`config.mk`:
```
export PLATFORM = sky130hd
export DESIGN_NAME = wb_host_cmd_sequencer
export DESIGN_NICKNAME = d
export VERILOG_FILES = /design/src/rtl/wb_host_pkg.sv /design/src/rtl/wb_timeout_ctr.sv /design/src/rtl/wb_host_cmd_sequencer.sv
export SDC_FILE = /design/constraint.sdc
export NUM_CORES = 1
export LEC_CHECK = 0
export CORE_MARGIN = 5
export CORE_UTILIZATION = 40
export CTS_BUF_LIST = sky130_fd_sc_hd__clkbuf_4 sky130_fd_sc_hd__clkbuf_8
export CTS_CLUSTER_SIZE = 14
export DETAILED_ROUTE_END_ITERATION = 7
export PLACE_DENSITY_LB_ADDON = 0.25
export SETUP_SLACK_MARGIN = 0.05
export SLEW_MARGIN = 10
export SYNTH_ARGS = -nofsm -noshare
export SYNTH_HDL_FRONTEND = slang
export SYNTH_SLANG_ARGS = --single-unit
```
`constraint.sdc`:
```
create_clock -name clk -period 1.9 [get_ports clk]
set_input_delay 0.57 -clock clk [delete_from_list [all_inputs] [get_ports clk]]
set_output_delay 0.57 -clock clk [all_outputs]
set_load 0.03 [all_outputs]
```
`src/rtl/wb_host_pkg.sv`:
```
// Shared definitions for the host command sequencer: opcodes, command/FIFO word layout, FSM states.
package wb_host_pkg;

  typedef enum logic [1:0] {
    OP_NOP   = 2'b00,
    OP_WRITE = 2'b01,
    OP_READ  = 2'b10,
    OP_BURST = 2'b11
  } op_e;

  localparam int unsigned CmdOpHi  = 31;
  localparam int unsigned CmdOpLo  = 30;
  localparam int unsigned CmdCntHi = 29;
  localparam int unsigned CmdCntLo = 24;
  localparam int unsigned CmdAdrHi = 15;
  localparam int unsigned CmdAdrLo = 8;
  localparam int unsigned CmdDatHi = 7;
  localparam int unsigned CmdDatLo = 0;

  localparam int unsigned FifoIdxLo = 24;
  localparam int unsigned FifoAdrLo = 8;
  localparam int unsigned FifoDatLo = 0;

  typedef enum logic [1:0] {
    StIdle,
    StReq,
    StPush
  } state_e;

  // Readback word: {idx (zero-extended), 8'h00, addr, rdata}
  function automatic logic [31:0] pack_fifo_word(logic [5:0] idx, logic [7:0] adr,
                                                 logic [7:0] dat);
    return ({26'd0, idx} << FifoIdxLo) | ({24'd0, adr} << FifoAdrLo) |
           ({24'd0, dat} << FifoDatLo);
  endfunction

endpackage

```
`src/rtl/wb_timeout_ctr.sv`:
```
// Bus-cycle watchdog: clears while idle, counts while enabled, flags the final allowed cycle.
module wb_timeout_ctr #(
  parameter int unsigned TIMEOUT = 255
) (
  input  logic clk_i,
  input  logic rst_i,
  input  logic clr_i,
  input  logic en_i,
  output logic tc_o
);

  logic [15:0] cnt_q;

  always_ff @(posedge clk_i) begin
    if (rst_i || clr_i) begin
      cnt_q <= '0;
    end else if (en_i) begin
      cnt_q <= cnt_q + 16'd1;
    end
  end

  // Terminal on the TIMEOUT-th waiting cycle so the strobe is held exactly TIMEOUT cycles
  assign tc_o = en_i && (cnt_q == 16'(TIMEOUT - 1));

endmodule

```
`src/rtl/wb_host_cmd_sequencer.sv`:
```
// Turns a host command word into single/burst Wishbone cycles and packs read data into the FIFO.
module wb_host_cmd_sequencer
  import wb_host_pkg::*;
#(
  parameter int unsigned ADDR_W  = 8,
  parameter int unsigned DATA_W  = 8,
  parameter int unsigned TIMEOUT = 255
) (
  input  logic              clk,
  input  logic              rst,
  input  logic [31:0]       cmd_word,
  input  logic              cmd_trig,
  output logic              busy,
  output logic              wb_cyc_o,
  output logic              wb_stb_o,
  output logic              wb_we_o,
  output logic [ADDR_W-1:0] wb_adr_o,
  output logic [DATA_W-1:0] wb_dat_o,
  input  logic [DATA_W-1:0] wb_dat_i,
  input  logic              wb_ack_i,
  output logic              fifo_wr_en,
  output logic [31:0]       fifo_din,
  input  logic              fifo_full,
  output logic [31:0]       last_write,
  output logic              err_timeout,
  output logic              cmd_dropped
);

  state_e            state_q, state_d;
  logic              we_q, we_d;
  logic [ADDR_W-1:0] adr_q, adr_d;
  logic [DATA_W-1:0] wdat_q, wdat_d;
  logic [DATA_W-1:0] rdata_q, rdata_d;
  logic [5:0]        cnt_q, cnt_d;
  logic [5:0]        idx_q, idx_d;
  logic [31:0]       last_q, last_d;
  logic              err_q, err_d;
  logic              drop_q, drop_d;
  logic              tmo_tc;
  op_e               cmd_op;

  assign cmd_op = op_e'(cmd_word[CmdOpHi:CmdOpLo]);

  wb_timeout_ctr #(
    .TIMEOUT(TIMEOUT)
  ) u_timeout_ctr (
    .clk_i(clk),
    .rst_i(rst),
    .clr_i(state_q != StReq),
    .en_i (state_q == StReq),
    .tc_o (tmo_tc)
  );

  assign fifo_din = pack_fifo_word(idx_q, 8'(adr_q), 8'(rdata_q));

  always_comb begin
    state_d    = state_q;
    we_d       = we_q;
    adr_d      = adr_q;
    wdat_d     = wdat_q;
    rdata_d    = rdata_q;
    cnt_d      = cnt_q;
    idx_d      = idx_q;
    last_d     = last_q;
    err_d      = err_q;
    drop_d     = drop_q;
    fifo_wr_en = 1'b0;

    if (cmd_trig && (state_q != StIdle)) begin
      drop_d = 1'b1;
    end

    unique case (state_q)
      StIdle: begin
        if (cmd_trig && (cmd_op != OP_NOP)) begin
          state_d = StReq;
          we_d    = (cmd_op == OP_WRITE);
          adr_d   = ADDR_W'(cmd_word[CmdAdrHi:CmdAdrLo]);
          wdat_d  = DATA_W'(cmd_word[CmdDatHi:CmdDatLo]);
          cnt_d   = (cmd_op == OP_BURST) ? cmd_word[CmdCntHi:CmdCntLo] : 6'd0;
          idx_d   = 6'd0;
        end
      end
      StReq: begin
        // Ack takes priority over a timeout landing on the same cycle
        if (wb_ack_i) begin
          if (we_q) begin
            state_d = StIdle;
          end else begin
            rdata_d = wb_dat_i;
            state_d = StPush;
          end
        end else if (tmo_tc) begin
          err_d   = 1'b1;
          state_d = StIdle;
        end
      end
      StPush: begin
        if (!fifo_full) begin
          fifo_wr_en = 1'b1;
          last_d     = fifo_din;
          if (idx_q == cnt_q) begin
            state_d = StIdle;
          end else begin
            idx_d   = idx_q + 6'd1;
            state_d = StReq;
          end
        end
      end
      default: state_d = StIdle;
    endcase
  end

  always_ff @(posedge clk) begin
    if (rst) begin
      state_q <= StIdle;
      we_q    <= 1'b0;
      adr_q   <= '0;
      wdat_q  <= '0;
      rdata_q <= '0;
      cnt_q   <= '0;
      idx_q   <= '0;
      last_q  <= '0;
      err_q   <= 1'b0;
      drop_q  <= 1'b0;
    end else begin
      state_q <= state_d;
      we_q    <= we_d;
      adr_q   <= adr_d;
      wdat_q  <= wdat_d;
      rdata_q <= rdata_d;
      cnt_q   <= cnt_d;
      idx_q   <= idx_d;
      last_q  <= last_d;
      err_q   <= err_d;
      drop_q  <= drop_d;
    end
  end

  assign busy        = (state_q != StIdle);
  assign wb_cyc_o    = (state_q == StReq);
  assign wb_stb_o    = wb_cyc_o;
  assign wb_we_o     = wb_cyc_o && we_q;
  assign wb_adr_o    = adr_q;
  assign wb_dat_o    = wdat_q;
  assign last_write  = last_q;
  assign err_timeout = err_q;
  assign cmd_dropped = drop_q;

endmodule

```
Word level (Yosys, flattened, before mapping)
Index checks and enable logic that the tools add are counted.
{"block": "totals", "register_bits": 89, "input_bits": 45, "out_inout_bits": 87, "elab_cells": 58}
{"block": "classes", "n_addsub": 2, "eq_ne": 11, "n_mux": 14, "bitwise": 5, "reduce_logical": 15}
{"operator": "$or 30x16->30", "n": 1}
{"operator": "$or 30x8->30", "n": 1}
{"operator": "$mux 6", "n": 4}
{"operator": "$add 16x1->16 const B", "n": 1}
{"operator": "$eq 16x8->1 const B", "n": 1}
{"operator": "$pmux 6 s2", "n": 1}
{"operator": "$mux 2", "n": 5}
{"operator": "$reduce_and 3->1", "n": 3}
{"operator": "$add 6x1->6 const B", "n": 1}
{"operator": "$eq 6x6->1", "n": 1}
{"operator": "$ne 2x2->1 const B", "n": 3}
{"operator": "$pmux 2 s3", "n": 1}
{"operator": "$reduce_bool 2->1", "n": 3}
{"operator": "$eq 2x1->1 const B", "n": 2}
{"operator": "$eq 2x2->1 const B", "n": 2}
{"operator": "$logic_and 1x1->1", "n": 4}
{"operator": "$reduce_and 2->1", "n": 2}
{"operator": "$reduce_and 4->1", "n": 1}
{"operator": "$mux 1", "n": 3}
{"operator": "$ne 3x1->1 const B", "n": 1}
{"operator": "$not 1->1", "n": 3}
{"operator": "$logic_not 2->1", "n": 1}
{"operator": "$ne 2x1->1 const B", "n": 1}
{"operator": "$logic_or 1x1->1", "n": 1}

Logic depth before layout (Yosys ltp)
{"block": "depth", "depth_word": 5, "mapped_depth": 8, "mapped_depth_nobuf": 7}

Cells and area by module
Synthesis repeated with hierarchy kept, for this count alone.
{"block": "hier_totals", "hier_cells": 414, "area_unflattened_um2": 3442.1}
{"module": "wb_host_cmd_sequencer", "n_inst": 1, "cells_each": 328, "area_each_um2": 2678.8, "seq_area_each_um2": 1261.2}
{"module": "wb_timeout_ctr", "n_inst": 1, "cells_each": 86, "area_each_um2": 763.2, "seq_area_each_um2": 320.3}

Worst setup path before layout
OpenSTA, ideal clock, no wires.
{"block": "synth_path", "path_type": "flip-flop to output port", "from": "register state_q[1]", "to": "output port wb_we_o", "arrival_ps": 1388, "t_required_ps": 1330, "setup_slack_ps": -58, "path_stages_with_launch": 4, "path_buffers": 1, "path_cell_list": "dfxtp_1 -> buf_4 -> nor2_1 -> and2_1"}
{"block": "synth_via", "elab_chain_cells": 2}
{"element": "from (decl)", "line": "wb_host_cmd_sequencer.sv:29", "text": "state_e state_q, state_d;"}
{"element": "from (signal assigned)", "line": "wb_host_cmd_sequencer.sv:116", "text": "state_q <= StIdle;"}
{"element": "from (signal assigned)", "line": "wb_host_cmd_sequencer.sv:127", "text": "state_q <= state_d;"}
{"element": "$eq 2x1->1", "line": "wb_host_cmd_sequencer.sv:141", "text": "assign wb_cyc_o = (state_q == StReq);"}
{"element": "via wb_cyc_o", "line": "wb_host_cmd_sequencer.sv:14", "text": "output logic wb_cyc_o,"}
{"element": "$logic_and 1x1->1", "line": "wb_host_cmd_sequencer.sv:143", "text": "assign wb_we_o = wb_cyc_o && we_q;"}
{"element": "to (decl)", "line": "wb_host_cmd_sequencer.sv:16", "text": "output logic wb_we_o,"}
The timed path passes the listed nets, and every way through them passes these cells.

Worst setup path in the final report
{"block": "layout_path", "from": "input port fifo_full", "to": "output port fifo_wr_en"}
{"block": "layout_via", "elab_chain_cells": 2}
{"element": "from (decl)", "line": "wb_host_cmd_sequencer.sv:23", "text": "input logic fifo_full,"}
{"element": "$mux 1", "line": "wb_host_cmd_sequencer.sv:99", "text": "if (!fifo_full) begin"}
{"element": "$mux 1", "line": "wb_host_cmd_sequencer.sv:73", "text": "unique case (state_q)"}
{"element": "to (decl)", "line": "wb_host_cmd_sequencer.sv:21", "text": "output logic fifo_wr_en,"}
No other way between the ends.

==> impl_results.md <==
- Multi-input logic area: 1553 um2
- CTS tree: yes
- Clock skew: 0.007608 ns
- Yosys reg bits: 79
- Ys flop type: dfxtp_1
- Detailed Route Iter0 Violations: 79
- Power Total: 0.003708 W
- Placed inst area: 4444 um2
- Share of cells above drive strength 1: 14.37%
- Cell variety after synth: 42
- Pin count of the biggest net entering global routing: 64
- Max Root-Sink Buffers: 2
- CP max FO: 2
- Die area: 10330 um2
- Slowest stage delay, CP: 0.28 ns
- Routability cong.: 0.7284
- Post-DP HPWL: 6118 um
- Cts hold-fix bufs: 0
- Sequential share of the synthesized area: 47.06%
- Syn_area_per_cell: 8.157 um2
- Tmin final: 1.874 ns
- Total of max-cap violations: 0
- Leak pwr: 2.051 nW
- Final period util: 98.61%
- Vias in the first global route: 2909
- Area Growth Syn to Fin: 41.03%
- CP cell instances: dlygate4sd2_1, or2_4, inv_4, buf_6
- Routed WL: 8807 um
- Initial antenna violation count: 0
- Clock root buffer: clkbuf_8
- Startpoint types: primary input
- GR Util All Layers: 16.48%
- Unrepaired setup endpoints after global routing: true
- FFs w/ async S/R, synth: 0%
- Rows: 33
- WP data required: 1.33 ns
- Slew @ Worst Pin: 0.5319 ns
- Worst EP arrival: 1.30 ns
- Worst-path clk slew: 0.08 ns
- Final #Nets: 573
- DRT Pass-1 Iters: 4
- Hold WC Path Type: register to register
- Drt wl/cell: 13.89 um
- Top cells by area, synth: dfxtp_1, nand2_1, a21oi_1
- Die height: 101.7 um
- Finished layout cell area: 4740 um2
- Clk_lat worst skew: 0.34 ns
- Pwr dens: 782.4 nW/um2
- Port bufs: 103
- Via/cell ratio: 4.839
- Fill cells: 797
- Gr ovfl total: 0
- Yosys warns: 0
- Slowest CP cell: or2_4
- Number of synthesized flops with an enable pin: 0
- Syn Inst Count: 412
- H-Tree Depth: 3
- Top-area cell type share of the netlist area: 47.06%
- Max_slew headroom: 64.54%
- Core region area: 8217 um2
- Post-DRT Antenna Nets: 0
- DRC errors left: 0
- Mapped Area: 3361 um2
- Worst VDD drop: 430.9 uV
- Cell taking the most area after synthesis: dfxtp_1
- Starting Density: 40.90%
- Max Fclk: 0.5338 GHz
- Number of setup violations in the final report: 0
- Register Area: 1587 um2
- First-pass GRT wire length: 13570 um
- Min Hold Slack: 0.4524 ns
- Setup CP Type: primary input to output pin
- I/O pin cnt: 132
- Ant. Diodes: 0
- Crit. End Element: output pin
- DR vias: 3068
- TritonCTS buffer count: 9
- CTS sink cnt: 79
- Die X: 101.7 um
- Status: finished clean
- Max Slew Vio Count: 0
- Hold Vio Cnt, Final: 0
-- cell usage in the layout (no fill, tap or decap), drive strengths merged, types with 2 or more instances in the layout --
cell           netlist  final
conb                 1     20
nor2                28     28
nand3               12     12
dlygate4sd2          0     63
nor4                 4      4
a22oi                6      6
buf                 36     35
nand4                3      3
clkinv               0      3
o211ai               2      2
or4                  5      5
dfxtp               79     79
or2                  2      2
xnor2               12     12
or3                  6      6
a31oi                2      2
nand2              100    100
and3                 4      4
clkdlybuf4s50        0     31
dlymetal6s2s         0      3
clkbuf              15     10
bufinv               0      2
a21oi               57     57
xor2                 5      5
inv                  9     10
o21ai                8      8
ha                   3      3
nor3                 4      4
-- report_power, final --
part	switching, W	internal [W]	leakage [nW]	total, W
Sequential	0.0000386	0.00170	0.641	0.00174
Combinational	0.000381	0.000245	1.31	0.000627
Clock	0.000612	0.000730	0.105	0.00134
-- critical path, delay by kind of cell --
family / cells / cell delay (ns)
buffers and inverters: 3 / 0.45
AND/OR/NAND/NOR: 1 / 0.28
-- synth_stat cells (all sizes together), types with 3 or more instances --
| library cell | count |
|---|---|
| xnor2 | 12 |
| or4 | 5 |
| o21ai | 8 |
| a21oi | 57 |
| inv | 9 |
| nor3 | 4 |
| ha | 3 |
| dfxtp | 79 |
| or3 | 6 |
| nand2 | 100 |
| nor4 | 4 |
| nand3 | 12 |
| nor2 | 28 |
| and3 | 4 |
| nand4 | 3 |
| a22oi | 6 |
| clkbuf | 15 |
| buf | 36 |
| xor2 | 5 |
-- worst paths after layout --
kind	from	to	slack (ns)	depth (start not counted)
setup / recovery	fifo_full	fifo_wr_en	0.03	4
hold / removal	wb_dat_o[4]$_SDFFE_PP0P_	wb_dat_o[4]$_SDFFE_PP0P_	0.45	2
setup reg to reg	idx_q[0]$_SDFFE_PP0P_	idx_q[4]$_SDFFE_PP0P_	0.19	8
hold reg to reg	wb_dat_o[4]$_SDFFE_PP0P_	wb_dat_o[4]$_SDFFE_PP0P_	0.45	2
-- stage by stage --
| stage | setup TNS (ns) | worst slack, ns | instances | utilization [%] |
|---|---|---|---|---|
| 6_report | 0 | 0.02649 | 634 | 57.68 |
| 5_1_grt | -0.008165 | -0.008165 | 634 | 57.68 |
| 4_1_cts | -0.06957 | -0.06957 | 624 | 55.96 |
| 3_5_place_dp | -9.994 | -0.3779 | 609 | 54.09 |
| 3_3_place_gp | -9.039 | -0.3195 | 609 | 54.09 |
| 2_1_floorplan | 0 | 0.07021 | 431 | - |
-- final cells by class --
type | count | share of cell area (%)
clock buffers | 9 | 2.614
clock inverters | 6 | 1.822
inverters | 9 | 0.9240
multi-input cells | 292 | 32.76
flip-flops and latches | 79 | 33.47
well taps | 105 | 2.772
repair buffers | 133 | 25.50
repair inverters | 1 | 0.1320
-- routing by layer --
metal / global-route usage [%] / part of all wire, %
met5: 0 / 0
met2: 27.87 / 50
met1: 19.08 / 41
met3: 7.163 / 7.9
met4: 4.397 / 1.0
-- flip-flops by register name, summed over array words and instances (netlist names) --
signal,cells
last_write,22
u_timeout_ctr.cnt_q,16
rdata_q,8
wb_adr_o,8
wb_dat_o,8
cnt_q,6
idx_q,6
state_q,2
cmd_dropped,1
err_timeout,1
we_q,1
-- cells by family after synthesis --
| logic type | count (synthesis) | share of synthesized area [%] |
|---|---|---|
| flip-flops | 79 | 47.06 |
| AND/OR/NAND/NOR | 174 | 23.86 |
| other | 1 | 0.1116 |
| AO/OA/AOI/OAI | 78 | 12.96 |
| XOR/XNOR | 17 | 4.430 |
| adder cells (fa/ha/maj) | 3 | 1.117 |
| buffers and inverters | 60 | 10.46 |
-- timing repair --
action                                 CTS  global route
endpoints found under the hold margin    0             0
setup endpoints to repair               83            10
gates cloned                             0             1
buffers inserted                         0             9
resized for setup                       70            23
pin swaps                                2             6
No activity file was read; power rests on OpenSTA's default activity.
